**src/rtl/imem_loader_if.sv**
```systemverilog
// imem_loader_if: byte-stream input and instruction-memory write bus of the loader
interface imem_loader_if #(parameter int ADDR_W = 32);
  logic [7:0]        in_data;
  logic              in_valid;
  logic              in_ready;
  logic              mem_we;
  logic [ADDR_W-1:0] mem_addr;
  logic [31:0]       mem_wdata;
  modport master (
    input  in_data, in_valid,
    output in_ready, mem_we, mem_addr, mem_wdata
  );
  modport slave (
    output in_data, in_valid,
    input  in_ready, mem_we, mem_addr, mem_wdata
  );
endinterface

```
**src/rtl/imem_loader.sv**
```systemverilog
// imem_loader: assembles a length-prefixed little-endian byte stream into instruction-memory words
module imem_loader #(
  parameter int                ADDR_W    = 32,
  parameter logic [ADDR_W-1:0] BASE_ADDR = '0,
  parameter int                MAX_WORDS = 256
) (
  input  logic         clk,
  input  logic         reset,
  input  logic         start,
  imem_loader_if.master bus,
  output logic         core_hold,
  output logic         done,
  output logic         error,
  output logic [15:0]  words_written
);
  typedef enum logic [2:0] {IDLE, LEN0, LEN1, DATA, WRITE, DONE, ERR} state_t;
  state_t      state;
  logic [15:0] len;
  logic [1:0]  idx;
  logic        xfer;
  logic [16:0] len_nxt;
  assign xfer    = bus.in_valid && bus.in_ready;
  assign len_nxt = {1'b0, bus.in_data, len[7:0]};
  // in_ready is registered, so it is updated together with every state change
  always_ff @(posedge clk) begin
    if (!reset) begin
      state         <= IDLE;
      bus.in_ready  <= 1'b0;
      bus.mem_we    <= 1'b0;
      bus.mem_addr  <= BASE_ADDR;
      bus.mem_wdata <= '0;
      core_hold     <= 1'b1;
      done          <= 1'b0;
      error         <= 1'b0;
      words_written <= '0;
      idx           <= '0;
      len           <= '0;
    end else begin
      case (state)
        IDLE, DONE, ERR: if (start) begin
          state         <= LEN0;
          bus.in_ready  <= 1'b1;
          bus.mem_addr  <= BASE_ADDR;
          words_written <= '0;
          idx           <= '0;
          done          <= 1'b0;
          error         <= 1'b0;
          core_hold     <= 1'b1;
        end
        LEN0: if (xfer) begin
          len[7:0] <= bus.in_data;
          state    <= LEN1;
        end
        LEN1: if (xfer) begin
          len[15:8] <= bus.in_data;
          if (len_nxt == '0) begin
            state        <= DONE;
            bus.in_ready <= 1'b0;
            done         <= 1'b1;
            core_hold    <= 1'b0;
          end else if (len_nxt > 17'(MAX_WORDS)) begin
            state        <= ERR;
            bus.in_ready <= 1'b0;
            error        <= 1'b1;
          end else begin
            state <= DATA;
          end
        end
        DATA: if (xfer) begin
          bus.mem_wdata[{idx, 3'b000} +: 8] <= bus.in_data;
          idx <= idx + 2'd1;
          if (idx == 2'd3) begin
            state        <= WRITE;
            bus.in_ready <= 1'b0;
            bus.mem_we   <= 1'b1;
          end
        end
        WRITE: begin
          bus.mem_we    <= 1'b0;
          bus.mem_addr  <= bus.mem_addr + ADDR_W'(4);
          words_written <= words_written + 16'd1;
          if (words_written + 16'd1 == len) begin
            state     <= DONE;
            done      <= 1'b1;
            core_hold <= 1'b0;
          end else begin
            state        <= DATA;
            bus.in_ready <= 1'b1;
          end
        end
        default: state <= IDLE;
      endcase
    end
  end
endmodule

```
**src/flat_wrapper.sv**
```systemverilog
// flat-port wrapper written by rule: the top's interface ports become plain ports
module imem_loader_flat 
#(
  parameter int                ADDR_W    = 32,
  parameter logic [ADDR_W-1:0] BASE_ADDR = '0,
  parameter int                MAX_WORDS = 256
)
  (clk, reset, start, core_hold, done, error, words_written, bus_in_data, bus_in_valid, bus_in_ready, bus_mem_we, bus_mem_addr, bus_mem_wdata);
  imem_loader_if #(.ADDR_W(ADDR_W)) bus_i ();
  input  logic clk;
  input  logic reset;
  input  logic start;
  output logic core_hold;
  output logic done;
  output logic error;
  output logic [15:0] words_written;
  input wire logic [$bits(bus_i.in_data)-1:0] bus_in_data;
  input wire logic [$bits(bus_i.in_valid)-1:0] bus_in_valid;
  output wire logic [$bits(bus_i.in_ready)-1:0] bus_in_ready;
  output wire logic [$bits(bus_i.mem_we)-1:0] bus_mem_we;
  output wire logic [$bits(bus_i.mem_addr)-1:0] bus_mem_addr;
  output wire logic [$bits(bus_i.mem_wdata)-1:0] bus_mem_wdata;
  assign bus_i.in_data = bus_in_data;
  assign bus_i.in_valid = bus_in_valid;
  assign bus_in_ready = bus_i.in_ready;
  assign bus_mem_we = bus_i.mem_we;
  assign bus_mem_addr = bus_i.mem_addr;
  assign bus_mem_wdata = bus_i.mem_wdata;
  imem_loader #(.ADDR_W(ADDR_W), .BASE_ADDR(BASE_ADDR), .MAX_WORDS(MAX_WORDS)) u_core (.clk(clk), .reset(reset), .start(start), .bus(bus_i), .core_hold(core_hold), .done(done), .error(error), .words_written(words_written));
endmodule
```
**config.mk**
```make
export PLATFORM = sky130hd
export DESIGN_NAME = imem_loader_flat
export DESIGN_NICKNAME = d
export VERILOG_FILES = /design/src/rtl/imem_loader_if.sv /design/src/rtl/imem_loader.sv /design/src/flat_wrapper.sv
export SDC_FILE = /design/constraint.sdc
export NUM_CORES = 1
export LEC_CHECK = 0
export CAP_MARGIN = 10
export CORE_UTILIZATION = 57
export CTS_CLUSTER_SIZE = 16
export DETAILED_ROUTE_END_ITERATION = 8
export HOLD_SLACK_MARGIN = 0.08
export MAX_ROUTING_LAYER = met4
export PLACE_DENSITY = 0.9
export SLEW_MARGIN = 10
export SYNTH_ARGS = -nofsm -noshare
export SYNTH_HDL_FRONTEND = slang
export SYNTH_SLANG_ARGS = --single-unit
```
**constraint.sdc**
```tcl
create_clock -name clk -period 4.4 [get_ports clk]
set_input_delay 0.44 -clock clk [delete_from_list [all_inputs] [get_ports clk]]
set_output_delay 0.44 -clock clk [all_outputs]
set_load 0.005 [all_outputs]
```
# == Yosys cells after proc, flatten, opt, wreduce, memory -nomap -nowiden ==
# Cells that the tools add are included.
# word_totals
register_bits,106
inputBits,12
output_inout_bits,85
wordCells,99
# classes
addsub,4
n_lt_le_gt_ge,1
n_eq_ne,19
shifts,2
n_mux,41
reduce_logical,20
# op_table
operator,count
$pmux 32 s2,1
$add 32x3->32 const B,1
$bwmux 32,1
$mux 32,1
$pmux 16 s2,1
$shift 8x7->32 const A,1
$shiftx 8x7->32,1
$mux 3,8
$mux 1,19
$logic_not 17->1,1
$add 16x1->16 const B,1
$eq 16x16->1,1
$gt 16x9->1 const B,1
$mux 16,1
$pmux 3 s5,1
$reduce_and 5->1,3
$ne 2x1->1 const B,7
$eq 3x3->1 const B,3
$reduce_and 2->1,4
$reduce_bool 2->1,4
$neg 5->7,1
$reduce_and 7->1,1
$eq 3x2->1 const B,2
$ne 2x2->1 const B,3
15 further kinds,19

# == Depth between registers and ports, before layout ==
# logic_depth
word_depth,5
mapped_depth,10
ltp_nobuf,8

# == Worst setup path before layout ==
# Ideal clock, no wire load.
# synth_timing
path_kind,register to register
from,register u_core.words_written[0]
to,register u_core.core_hold
setup_time_ns,0.130
t_arrival_ns,2.562
required_ns,4.270
path_slack_ns,1.708
stages_incl_launch_ff,10
path_buffers,1
period_less_slack_ns,2.692
path_cell_list,dfxtp_1 > ha_1 > buf_6 > nand3_4 > or3_1 > a2111oi_2 > o211ai_1 > or4_4 > a211oi_2 > o21ai_0
# synth_via
elab_chain_cells,4
# synth_rtl
element,line_no,text
"start, declared",imem_loader.sv:14,output logic [15:0] words_written
"start signal, assigned",imem_loader.sv:81,words_written <= words_written + 16'd1;
$add 16x1->16,imem_loader.sv:82,if (words_written + 16'd1 == len) begin
$eq 16x16->1,imem_loader.sv:82,
$ne 2x1->1 (no line),--,
$reduce_and 5->1 (no line),--,
"end signal, assigned",imem_loader.sv:48,core_hold <= 1'b1;
"end signal, assigned",imem_loader.sv:60,core_hold <= 1'b0;
"end signal, assigned",imem_loader.sv:85,core_hold <= 1'b0;
"end, declared",imem_loader.sv:11,"output logic core_hold,"
# No other way between the ends.
# A chain may end at the register's enable or synchronous reset.

# == Final worst setup path ==
# Same ends and word-level chain as after synthesis.

==> impl_metrics.json <==
{
  "outcome": "complete, no violations",
  "netlist.area_leader.share_pct": 38.2,
  "drive_above_1_share_pct": 4.90,
  "drt_pass1_iterations": 5,
  "antenna_left": 0,
  "drv_slew": 0,
  "syn_to_final_growth_pct": 19.8,
  "io_pins": 97,
  "hold_viol": 0,
  "period_share_pct": 70.7,
  "setup_viol": 0,
  "hpwl_mm": 9.98,
  "path_cells": "ha_1, nand3_4, or3_1, a2111oi_2, o211ai_1, or4_4, a211oi_2, o21ai_0",
  "cts.repair.resized": 0,
  "gp_congestion": 0.930,
  "synth_area_mm2": 0.00545,
  "grt_setup_unrepaired": "no",
  "required_ns": 4.64,
  "layout_setup_ws_ns": 1.29,
  "cp_max_fo": 9,
  "rows": 35,
  "synth_cell_type_count": 63,
  "post-place-ws_ns": 1.31,
  "grt_pass1_wl_mm": 24.3,
  "clkTransAtPathRegs_ns": 0.11,
  "clock_path_buffers": 2,
  "peakVddDrop_v": 0.000241,
  "cts_made_buffers": 9,
  "ys_seq_area_share_pct": 38.2,
  "overflow": 0,
  "syn_avg_cell_area_um2": 7.65,
  "timing.fmax_mhz": 321,
  "coreArea_mm2": 0.00924,
  "final_area_mm2": 0.00652,
  "final_cell_mix": "dfxtp_1 (104), nand2_1 (102), clkdlybuf4s50_1 (94)",
  "ys_top_cells_by_area": "dfxtp_1 (38%), a21oi_1 (7.6%), nand2_1 (7.0%), nand3_1 (5.4%), nor2_1 (4.9%)",
  "synth_edf_count": 0,
  "min_period_ns": 3.11,
  "synth_flop_cell": "dfxtp_1",
  "ys_ff_latch": 104,
  "power_density_mw_per_mm2": 296,
  "postCtsSetupRepairBufs": 0,
  "drt-initial-drc-count": 396,
  "die_h_um": 99.8,
  "ys_async_sr_fraction_pct": 0,
  "end_kind": "register",
  "htreeDepth": 3,
  "relSlewSlack_pct": 21.6,
  "finalNetCount": 791,
  "critical_path_class": "reg2reg",
  "critical_path.startpoint_type": "register",
  "die_area_mm2": 0.00995,
  "cts_tree": "yes",
  "wirelength_mm": 14.6,
  "fillers": 756,
  "postCtsHoldBufs": 0,
  "placed_area_mm2": 0.00633,
  "wl_per_cell_um": 16.1,
  "multi_input_area_mm2": 0.00308,
  "grt_use_total_pct": 30.8,
  "layout.cells.most_common": "dfxtp_1",
  "clock_latency_ns": 0.37,
  "critPathLaunch": "u_core.words_written[0]",
  "grt_max_degree": 65,
  "worstMarginPinSlew_ns": 1.18,
  "yosys_warnings": 0,
  "antenna_cells": 0,
  "die_w_um": 99.8,
  "skew_ns": 0.0113,
  "p_leak_uw": 0.00223,
  "cts_sinks": 104,
  "max_stage_delay_ns": 0.60,
  "portBuffers": 94,
  "seqCellArea_mm2": 0.00208,
  "dp.cells": 889,
  "hp-start": "u_core.bus.mem_wdata[19]",
  "crit_path_top_delay_cell": "or4_4",
  "root_buffer": "clkbuf_8",
  "vias": 5540,
  "stdcell_count": 905,
  "grt_pass1_vias": 4993,
  "start_util_pct": 59.0,
  "drv_cap": 0,
  "antenna_found_initial": 0,
  "synthCells": 712,
  "arrival_ns": 3.36,
  "r2r-start": "u_core.words_written[0]",
  "fin_tns_setup_ns": 0,
  "vias_per_cell": 6.12,
  "yosys.area.top_type": "dfxtp_1",
  "drc": 0,
  "hp-class": "reg2reg"
}
==> routing by layer <==
layer	routed length [um]	global-route usage, %	up-vias
met5	0	-	-
met1	6320	39.8	2612
met2	6990	49.3	244
met3	1040	4.08	26
met4	257	11.5	0
li1	-	-	2658
==> synthesized netlist by cell type, types with 3 or more instances <==
master	instances
xor2_1	10
nand4_1	10
clkbuf_1	36
buf_2	3
and3b_2	3
buf_4	4
and3_1	8
ha_1	8
mux2i_1	10
nor3_1	15
dfxtp_1	104
xnor2_1	10
o211ai_1	3
or3_1	9
nor4_1	11
a311oi_1	8
nand2b_1	4
buf_6	7
inv_1	9
a21boi_0	3
a21oi_1	83
nor2b_1	3
and4_1	7
nand2_1	102
o21a_1	6
nor3b_1	3
o21ai_0	37
a31oi_1	12
nand3_1	59
a22oi_1	7
nor2_1	71
and2_1	7
==> sequential cells by signal, indices dropped and copies added, names as in the netlist <==
register and flops:
u_core.state 3, u_core.bus.mem_wdata 32, u_core.error 1, u_core.words_written 16, u_core.bus.mem_we 1, u_core.done 1, u_core.bus.mem_addr 30, u_core.idx 2
u_core.bus.in_ready 1, u_core.core_hold 1, u_core.len 16
==> metrics by stage <==
stage	utilization [%]	hold slack [ns]	total power, uW
floorplan	-	0.448	1240
global placement	68.5	0.439	1340
detailed placement	68.5	0.444	1350
CTS	70.6	0.459	1920
global route	70.6	0.480	2000
finish	70.6	0.458	1930
==> cell families after synthesis <==
family | share of synthesized area, %
muxes | 1.84
xor gates and xnor gates | 3.22
AOI/OAI and AO/OA | 20.0
and+or+nand+nor | 29.1
adders and majority gates | 2.02
buffers and inverters | 5.51
DFF | 38.2
other | 0.0688
==> report_power, final <==
part           switching [uW]  leakage, uW  total, uW  internal (uW)
sequential               49.7     0.000839       1010            963
combinational             197      0.00129        326            129
clock                     370    0.0000949        589            219
==> worst max-delay path, delay by kind of cell, from the launching register on <==
family	cells	cell delay, ns
AO/OA/AOI/OAI	4	0.92
adder cells (fa/ha/maj)	1	0.41
flip-flops	1	0.50
AND/OR/NAND/NOR	3	1.16
==> worst paths after layout <==
check	end	slack, ns	cells past startpoint
setup reg to reg	u_core.core_hold	1.29	8
setup / recovery	u_core.core_hold	1.29	8
hold / removal	u_core.bus.mem_wdata[19]	0.46	2
hold reg to reg	u_core.bus.mem_wdata[19]	0.46	2
==> final cells by class <==
class	instances	area share (%)
clock buffers	9	1.90
multi-input cells	548	47.2
repair buffers	99	15.0
well taps	129	2.47
flip-flops and latches	104	31.9
clock inverters	7	1.02
inverters	9	0.518
Note: power is estimated with default switching activity, not from simulation.
